### config.mk
export PLATFORM = sky130hd
export DESIGN_NAME = uart_frame_parser
export DESIGN_NICKNAME = d
export VERILOG_FILES = /design/src/rtl/uart_frame_parser.sv
export SDC_FILE = /design/constraint.sdc
export NUM_CORES = 1
export LEC_CHECK = 0
export CORE_MARGIN = 3
export CORE_UTILIZATION = 50
export DETAILED_ROUTE_END_ITERATION = 10
export PLACE_DENSITY = 0.77
export SLEW_MARGIN = 25
export SYNTH_ARGS = -nofsm -noshare
export SYNTH_HDL_FRONTEND = slang
export SYNTH_SLANG_ARGS = --single-unit
### constraint.sdc
create_clock -name sys_clk -period 2.9 [get_ports sys_clk]
set_clock_uncertainty 0.1 [all_clocks]
set_input_delay 0.435 -clock sys_clk [delete_from_list [all_inputs] [get_ports sys_clk]]
set_output_delay 0.435 -clock sys_clk [all_outputs]
set_load 0.05 [all_outputs]
### src/rtl/uart_frame_parser.sv
// uart_frame_parser: byte framer behind the UART receiver (HDR0 HDR1 LEN CMD PAYLOAD CSUM).
// Optional inter-byte timeout is built only when UART_FRAME_TIMEOUT_EN is defined.
module uart_frame_parser #(
  parameter int unsigned MAX_LEN     = 16,
  parameter int unsigned ADDR_W      = 4,
  parameter logic [7:0]  HDR0        = 8'h55,
  parameter logic [7:0]  HDR1        = 8'hAA,
  parameter int unsigned TIMEOUT_CYC = 52_080
) (
  input  logic              sys_clk,
  input  logic              sys_rst_n,
  input  logic              uart_rx_done,
  input  logic [7:0]        uart_rx_data,
  input  logic [ADDR_W-1:0] rd_addr,
  output logic [7:0]        rd_data,
  output logic              frame_valid,
  output logic [7:0]        frame_cmd,
  output logic [7:0]        frame_len,
  output logic              frame_err,
  output logic [1:0]        err_code,
  output logic              busy,
  output logic [7:0]        good_cnt
);

  localparam int unsigned AW = (MAX_LEN > 1) ? $clog2(MAX_LEN) : 1;

  typedef enum logic [2:0] {
    S_HDR0,
    S_HDR1,
    S_LEN,
    S_CMD,
    S_DATA,
    S_CSUM
  } state_t;

  state_t            state;
  state_t            state_nxt;
  logic              rx_done_q;
  logic              byte_stb;
  logic [7:0]        len_q;
  logic [7:0]        len_nxt;
  logic [7:0]        cmd_q;
  logic [7:0]        cmd_nxt;
  logic [7:0]        sum_q;
  logic [7:0]        sum_nxt;
  logic [ADDR_W-1:0] idx_q;
  logic [ADDR_W-1:0] idx_nxt;
  logic              wr_en;
  logic              valid_nxt;
  logic              err_nxt;
  logic [1:0]        code_nxt;
  logic              timeout;
  logic [7:0]        mem [MAX_LEN];

  assign byte_stb = uart_rx_done & ~rx_done_q;
  assign busy     = (state != S_HDR0);

  // Edge detect on the receiver's byte-ready level
  always_ff @(posedge sys_clk or negedge sys_rst_n) begin
    if (!sys_rst_n) rx_done_q <= 1'b0;
    else            rx_done_q <= uart_rx_done;
  end

`ifdef UART_FRAME_TIMEOUT_EN
  localparam int unsigned TO_W = (TIMEOUT_CYC > 2) ? $clog2(TIMEOUT_CYC) : 1;

  logic [TO_W-1:0] to_cnt;

  assign timeout = busy && (to_cnt == TO_W'(TIMEOUT_CYC - 1));

  // Idle-cycle counter, restarted by every byte and while parked in S_HDR0
  always_ff @(posedge sys_clk or negedge sys_rst_n) begin
    if (!sys_rst_n)              to_cnt <= '0;
    else if (byte_stb || !busy)  to_cnt <= '0;
    else                         to_cnt <= to_cnt + 1'b1;
  end
`else
  assign timeout = 1'b0;
`endif

  // Frame state and running checksum registers
  always_ff @(posedge sys_clk or negedge sys_rst_n) begin
    if (!sys_rst_n) begin
      state <= S_HDR0;
      len_q <= 8'h00;
      cmd_q <= 8'h00;
      sum_q <= 8'h00;
      idx_q <= '0;
    end else begin
      state <= state_nxt;
      len_q <= len_nxt;
      cmd_q <= cmd_nxt;
      sum_q <= sum_nxt;
      idx_q <= idx_nxt;
    end
  end

  // Next-state decode; a byte always takes priority over a timeout
  always_comb begin
    state_nxt = state;
    len_nxt   = len_q;
    cmd_nxt   = cmd_q;
    sum_nxt   = sum_q;
    idx_nxt   = idx_q;
    wr_en     = 1'b0;
    valid_nxt = 1'b0;
    err_nxt   = 1'b0;
    code_nxt  = err_code;
    if (byte_stb) begin
      unique case (state)
        S_HDR0: begin
          if (uart_rx_data == HDR0) state_nxt = S_HDR1;
        end
        S_HDR1: begin
          if (uart_rx_data == HDR1)      state_nxt = S_LEN;
          else if (uart_rx_data == HDR0) state_nxt = S_HDR1;
          else                           state_nxt = S_HDR0;
        end
        S_LEN: begin
          if (uart_rx_data == 8'h00 ||
              32'(uart_rx_data) > MAX_LEN) begin
            err_nxt   = 1'b1;
            code_nxt  = 2'd2;
            state_nxt = S_HDR0;
          end else begin
            len_nxt   = uart_rx_data;
            sum_nxt   = uart_rx_data;
            state_nxt = S_CMD;
          end
        end
        S_CMD: begin
          cmd_nxt   = uart_rx_data;
          sum_nxt   = sum_q + uart_rx_data;
          idx_nxt   = '0;
          state_nxt = S_DATA;
        end
        S_DATA: begin
          wr_en   = 1'b1;
          sum_nxt = sum_q + uart_rx_data;
          idx_nxt = idx_q + 1'b1;
          if (8'(idx_q) == len_q - 8'd1) state_nxt = S_CSUM;
        end
        S_CSUM: begin
          if (uart_rx_data == sum_q) begin
            valid_nxt = 1'b1;
          end else begin
            err_nxt  = 1'b1;
            code_nxt = 2'd1;
          end
          state_nxt = S_HDR0;
        end
        default: state_nxt = S_HDR0;
      endcase
    end else if (timeout) begin
      err_nxt   = 1'b1;
      code_nxt  = 2'd3;
      state_nxt = S_HDR0;
    end
  end

  // Result pulses and last-good-frame registers
  always_ff @(posedge sys_clk or negedge sys_rst_n) begin
    if (!sys_rst_n) begin
      frame_valid <= 1'b0;
      frame_err   <= 1'b0;
      err_code    <= 2'd0;
      frame_cmd   <= 8'h00;
      frame_len   <= 8'h00;
      good_cnt    <= 8'h00;
    end else begin
      frame_valid <= valid_nxt;
      frame_err   <= err_nxt;
      err_code    <= code_nxt;
      if (valid_nxt) begin
        frame_cmd <= cmd_q;
        frame_len <= len_q;
        good_cnt  <= good_cnt + 8'd1;
      end
    end
  end

  // Payload buffer write port, fed only from S_DATA
  always_ff @(posedge sys_clk) begin
    if (wr_en) mem[idx_q[AW-1:0]] <= uart_rx_data;
  end

  // Registered read port; addresses past the buffer read as zero
  always_ff @(posedge sys_clk or negedge sys_rst_n) begin
    if (!sys_rst_n)                  rd_data <= 8'h00;
    else if (32'(rd_addr) < MAX_LEN) rd_data <= mem[rd_addr[AW-1:0]];
    else                             rd_data <= 8'h00;
  end

endmodule

==> results of run 1 <==
==> cells in the final DEF (no fill, tap or decap), drive strengths merged, types with 3 or more instances in the layout <==
master / count
a21oi: 14
and2: 10
and3: 10
buf: 39
clkbuf: 17
clkdlybuf4s50: 49
clkinv: 7
clkinvlp: 3
dfrtp: 68
edfxtp: 128
ha: 13
inv: 17
mux2: 30
mux2i: 5
mux4: 40
nand2: 26
nand2b: 3
nand3: 8
nand4: 3
nor2: 19
nor2b: 5
nor3: 13
nor4: 3
o21a: 3
o21ai: 11
xnor2: 11
xor2: 8
==> routing by layer <==
layer  global-route usage  vias up  part of all wire
met1               0.2763     2420              0.43
li1                     -     2043                 -
met4              0.07029        0             0.018
met2               0.3296      161              0.50
met3              0.04764       39             0.050
met5                    0        -                 0
==> power groups by stage <==
stage                     registers [W]  clock network, W  logic, W
final                           0.00303           0.00226  0.000400
after global routing            0.00303           0.00242  0.000430
after CTS                       0.00303           0.00231  0.000403
after detailed placement        0.00309                 0  0.000396
after global placement          0.00309                 0  0.000384
after floorplan                 0.00312                 0  0.000185
==> layout make-up <==
type | count | area share
Clock buffer | 17 | 0.04346
Multi-Input combinational cell | 257 | 0.2565
Inverter | 13 | 0.004985
Sequential cell | 196 | 0.5665
Tap cell | 216 | 0.02761
Clock inverter | 15 | 0.01534
Timing Repair Buffer | 89 | 0.08563
==> logic make-up after synthesis <==
logic type | Yosys count
AO/OA/AOI/OAI | 40
XOR/XNOR | 19
adder cells (fa/ha/maj) | 14
buffers and inverters | 31
flip-flops | 196
multiplexers | 75
AND/OR/NAND/NOR | 109
==> metrics by stage <==
| step | setup WS [ns] | cells | setup TNS [ns] | util |
|---|---|---|---|---|
| final | 0.1827 | 803 | 0 | 0.6140 |
| after global routing | 0.1134 | 803 | 0 | 0.6140 |
| after CTS | 0.1695 | 803 | 0 | 0.6140 |
| after detailed placement | -0.005207 | 770 | -0.005207 | 0.5773 |
| after global placement | 0.06574 | 770 | 0 | 0.5773 |
| after floorplan | 0.6126 | 484 | 0 | - |
==> sequential cells by signal (all words and copies together) (netlist names), 3 cells and up <==
| signal | flops |
|---|---|
| frame_len | 8 |
| len_q | 8 |
| rd_data | 8 |
| idx_q | 4 |
| state | 3 |
| sum_q | 8 |
| mem | 128 |
| good_cnt | 8 |
| frame_cmd | 8 |
| cmd_q | 8 |
==> cells in the mapped netlist, types with 10 or more instances <==
cell / number / area share
nor3_1: 11 / 0.0067
edfxtp_1: 128 / 0.47
dfrtp_1: 68 / 0.21
nor2_1: 19 / 0.0087
and3_1: 10 / 0.0076
nand2_1: 25 / 0.011
ha_1: 13 / 0.020
mux2_2: 26 / 0.036
a21oi_1: 12 / 0.0073
mux4_2: 40 / 0.11
xnor2_1: 11 / 0.012
inv_1: 13 / 0.0060
o21ai_0: 11 / 0.0067
==> worst max-delay path, stage by stage, from the launching register on <==
cell and delay, ns:
dfrtp_1 0.57, or3_1 0.46, clkdlybuf4s50_1 0.72
==> worst min-delay path by stage <==
stage,endpoint,slack (ns),depth (start not counted)
after floorplan,cmd_q[0],0.04,0
after global placement,rd_data[1],0.36,2
after detailed placement,rd_data[3],0.37,2
after CTS,rx_done_q,0.38,1
after global routing,rx_done_q,0.40,1
final,good_cnt[7],0.39,1
==> qor.csv, run 1 <==
stage,metric,value,unit
timing,rsz0062_at_grt,no,
global_routing,antenna_found_initial,0,
power,clkPwrFrac,0.398,
timing,period_minus_slack,2.717,ns
timing,fmax,368.0,MHz
clock_network,clk_latency,0.43,ns
global_routing,grt_max_degree,69,
synth,synthesis.nets,513,
place,dpl.hpwl,11.09,mm
synth,ys_seq_area_frac,0.6776,
global_routing,overflow,0,
synth,synthCells,484,
synth,yosysUniqueCellTypes,53,
power,finalPower,0.005694,W
die,start_util,0.5133,
routing,routed-via-count,4663,
die,die_width,133.9,um
power,leakage,3.781,nW
worst_setup_path,cp.required,2.37,ns
finish,final_layout_size_suffix_gt1_frac,0.2572,
clock_network,cts_root_buf,clkbuf_16,
routing,drc,0,
clock_network,cts.repair.resized,0,
finish,layout.nets,603,
clock_network,clock_sinks,196,
timing,worst_pin_slew,0.6652,ns
clock_network,ctsHtreeMaxLevel,4,
worst_setup_path,crit_start,state[0],
global_routing,grt_usage,0.2040,
clock_network,cts.clk_slew.worst_paths,0.07,ns
finish,final_area,9789,sq um
place,placed_cell_area,9204,sq um
synth,synth_fa_ha_area_frac,0.02232,
synth,ys_seq_elements,196,
synth,synthMuxAreaShare,0.1593,
worst_setup_path,arrival,2.18,ns
global_routing,grt_pass1_vias,4779,
worst_setup_path,cp_max_fo,14,
clock_network,cts.path.max_buffers,2,
timing,finalHoldViolCount,0,
worst_hold_path,min_path_type,register to register,
routing,wl_per_cell,21.29,um
worst_setup_path,cp-start-kind,register,
run_status,status,"complete, no violations",
timing,slew_headroom,0.5551,
worst_hold_path,hold_start,good_cnt[7],
finish,ff_latch_area,5545,sq um
power,combinationalPowerShare,0.070,
routing,drtIter0Drc,514,
die,die_area,17940,sq um
die,die_h,133.9,um
routing,wl,17.10,mm
clock_network,post_cts_buffers,0,
routing,firstDrtPassIters,5,
synth,async_flop_share,0.3469,
finish,antenna_cells,0,
worst_setup_path,reg2reg_slack,0.56,ns
synth,syn_area,8184,sq um
timing,drv_slew,0,
worst_setup_path,reg2regPathDepth,8,
routing,ant_nets,0,
synth,yosysWarningCount,0,
worst_setup_path,worstReg2RegStart,sum_q[0],
worst_setup_path,end_kind,output pin,
synth,synth-simple-area-share,0.07185,
power,pwr-share-seq,0.532,
place,gp_congestion,0.8222,
power,internal_power,0.004372,W
finish,multiInputGateArea,2511,sq um
worst_setup_path,crit_end,busy,
synth,synth_xor_area_frac,0.02033,
timing,setup_violations,0,
synth,synth_top_family_by_area,multiplexers,
die,pin_count,52,
power,p_sw_frac,0.2322,
die,core-area,15940,sq um
routing,routed_via_density,5.807,
global_routing,grt_pass1_wl,27.35,mm
synth,post_synth.cell_area_avg,16.91,sq um
power,p_switching,0.001322,W
worst_setup_path,timing.rr.end,good_cnt[7],
timing,whs,0.3868,ns
synth,synth-main-ff-cell,edfxtp_1,
clock_network,hold_buffers,1,
clock_network,numCtsBuffers,17,
clock_network,cts_tree,built,
power,vdd_ir_drop_max,0.4126,mV
power,powerDensity,581.6,nW/um^2
worst_setup_path,path_class,register to output pin,
synth,synth_compound_area_frac,0.03226,
synth,synth_edf_count,128,
place,io_buffers,51,
finish,fillers,1156,
die,rows,46,
timing,finalCritPeriodShare,0.9370,
finish,syn_to_final_growth,19.61,%
job,cap_violations,0,
Note: power is estimated with default switching activity, not from simulation.
==> run 2: changes to the inputs <==
CORE_MARGIN = unset   (was 3)
RECOVER_POWER = 100   (was unset)
==> run 2 against run 1 <==
  * Register-to-register slack worse by 0.19 ns
  * Largest cell class unchanged
  * Sequential share of layout area up 0.82 points
  * Cell area down 1.4%
  * Largest power group unchanged
  * Sequential cell count unchanged
  * Maximum frequency down 1.9%
==> qor.csv, run 2 (same netlist as run 1, synthesis figures left out) <==
stage,metric,value,unit
finish,largest_reg_flops,128,
power,pwr-share-seq,0.520,
worst_setup_path,cp_max_fo,14,
finish,multiInputGateArea,2485,sq um
finish,final_layout_size_suffix_gt1_frac,0.2093,
timing,setup_violations,0,
power,leakage,3.766,nW
die,die_h,129.9,um
finish,ff_latch_area,5545,sq um
global_routing,antenna_found_initial,0,
routing,wl,16.60,mm
routing,wl_per_cell,20.90,um
clock_network,cts.path.max_buffers,2,
finish,syn_to_final_growth,17.90,%
clock_network,numCtsBuffers,17,
clock_network,clock_sinks,196,
clock_network,cts.clk_slew.worst_paths,0.07,ns
routing,drtIter0Drc,313,
power,p_switching,0.001280,W
die,start_util,0.5133,
timing,worst_pin_slew,1.087,ns
timing,rsz0062_at_grt,no,
clock_network,clk_latency,0.43,ns
finish,instances_no_fill,794,
die,core-area,15940,sq um
job,cap_violations,0,
worst_setup_path,cp-start-kind,register,
routing,ant_nets,0,
clock_network,cts.repair.resized,0,
clock_network,hold_buffers,0,
global_routing,grt_usage,0.2143,
routing,drc,0,
timing,slew_headroom,0.2753,
place,dpl.hpwl,10.87,mm
routing,routed-via-count,4520,
die,die_area,16880,sq um
global_routing,overflow,0,
power,clkPwrFrac,0.416,
power,vdd_ir_drop_max,0.4751,mV
die,die_width,129.9,um
global_routing,grt_pass1_wl,25.70,mm
power,internal_power,0.004545,W
finish,antenna_cells,0,
worst_setup_path,end_kind,output pin,
timing,finalCritPeriodShare,0.9548,
place,placed_cell_area,9136,sq um
place,io_buffers,51,
finish,fillers,1196,
timing,drv_slew,0,
timing,period_minus_slack,2.769,ns
die,pin_count,52,
finish,final_common_cell,edfxtp_1,
finish,layout.nets,594,
clock_network,post_cts_buffers,0,
power,combinationalPowerShare,0.064,
worst_setup_path,path_class,register to output pin,
routing,routed_via_density,5.693,
global_routing,grt_max_degree,42,
power,p_sw_frac,0.2197,
worst_setup_path,arrival,2.23,ns
finish,final_area,9649,sq um
clock_network,ctsHtreeMaxLevel,4,
finish,layout_common_cells,"edfxtp_1, dfrtp_1, dlygate4sd3_1, mux4_2, mux2_2",
place,placed_cells,761,
power,powerDensity,603.7,nW/um^2
global_routing,grt_pass1_vias,4546,
run_status,status,"complete, no violations",
worst_setup_path,cp.required,2.37,ns
timing,finalHoldViolCount,0,
die,rows,46,
place,gp_congestion,0.8207,
routing,firstDrtPassIters,5,
timing,fmax,361.2,MHz
worst_hold_path,min_path_type,register to register,
clock_network,cts_tree,built,
clock_network,cts_root_buf,clkbuf_16,
-- run 2: layer usage --
metal | GRT usage | wire length [um] | vias to the layer above
li1 | - | - | 2026
met1 | 0.2888 | 7171 | 2347
met2 | 0.3473 | 8377 | 131
met3 | 0.05084 | 858 | 16
met4 | 0.06840 | 190 | 0
met5 | 0 | 0 | -
-- run 2: final cells by class --
cell class              instances  share of cell area
inverters                      13            0.005057
flip-flops and latches        196              0.5747
clock buffers                  19             0.04590
repair buffers                 80             0.07054
multi-input cells             257              0.2575
clock inverters                13             0.01828
well taps                     216             0.02801
-- run 2: final timing paths --
path	from	to	slack, ns	cells after the start
hold reg to reg	good_cnt[7]	good_cnt[7]	0.39	1
setup reg to reg	state[0]	mem[4][2]	0.37	5
setup / recovery	state[0]	busy	0.13	2
min in group asynchronous	sys_rst_n	rd_data[3]	0.63	2
hold / removal	good_cnt[7]	good_cnt[7]	0.39	1
max in group asynchronous	sys_rst_n	cmd_q[3]	0.81	3
-- run 2: power groups by stage --
stage               Sequential (W)  Combinational, W  Clock [W]
finish                     0.00303          0.000373    0.00242
global route               0.00303          0.000406    0.00256
CTS                        0.00303          0.000397    0.00245
detailed placement         0.00309          0.000392          0
global placement           0.00309          0.000384          0
floorplan                  0.00312          0.000185          0
-- run 2: critical path, cell delays in order (launching register included) --
cell and delay, ns:
dfrtp_1 0.55, or3_1 0.47, dlygate4sd3_1 0.78
-- run 2: through the flow --
step                  util   TNS, ns  hold slack, ns  total power, W  worst slack, ns
floorplan                -         0         0.03941        0.003306           0.6126
global placement    0.5731         0          0.3688        0.003470          0.02895
detailed placement  0.5731  -0.02575          0.3769        0.003480         -0.02575
CTS                 0.6119         0         0.09264        0.005879           0.1907
global route        0.6052         0          0.4068        0.005992          0.06191
finish              0.6052         0          0.3858        0.005825           0.1312
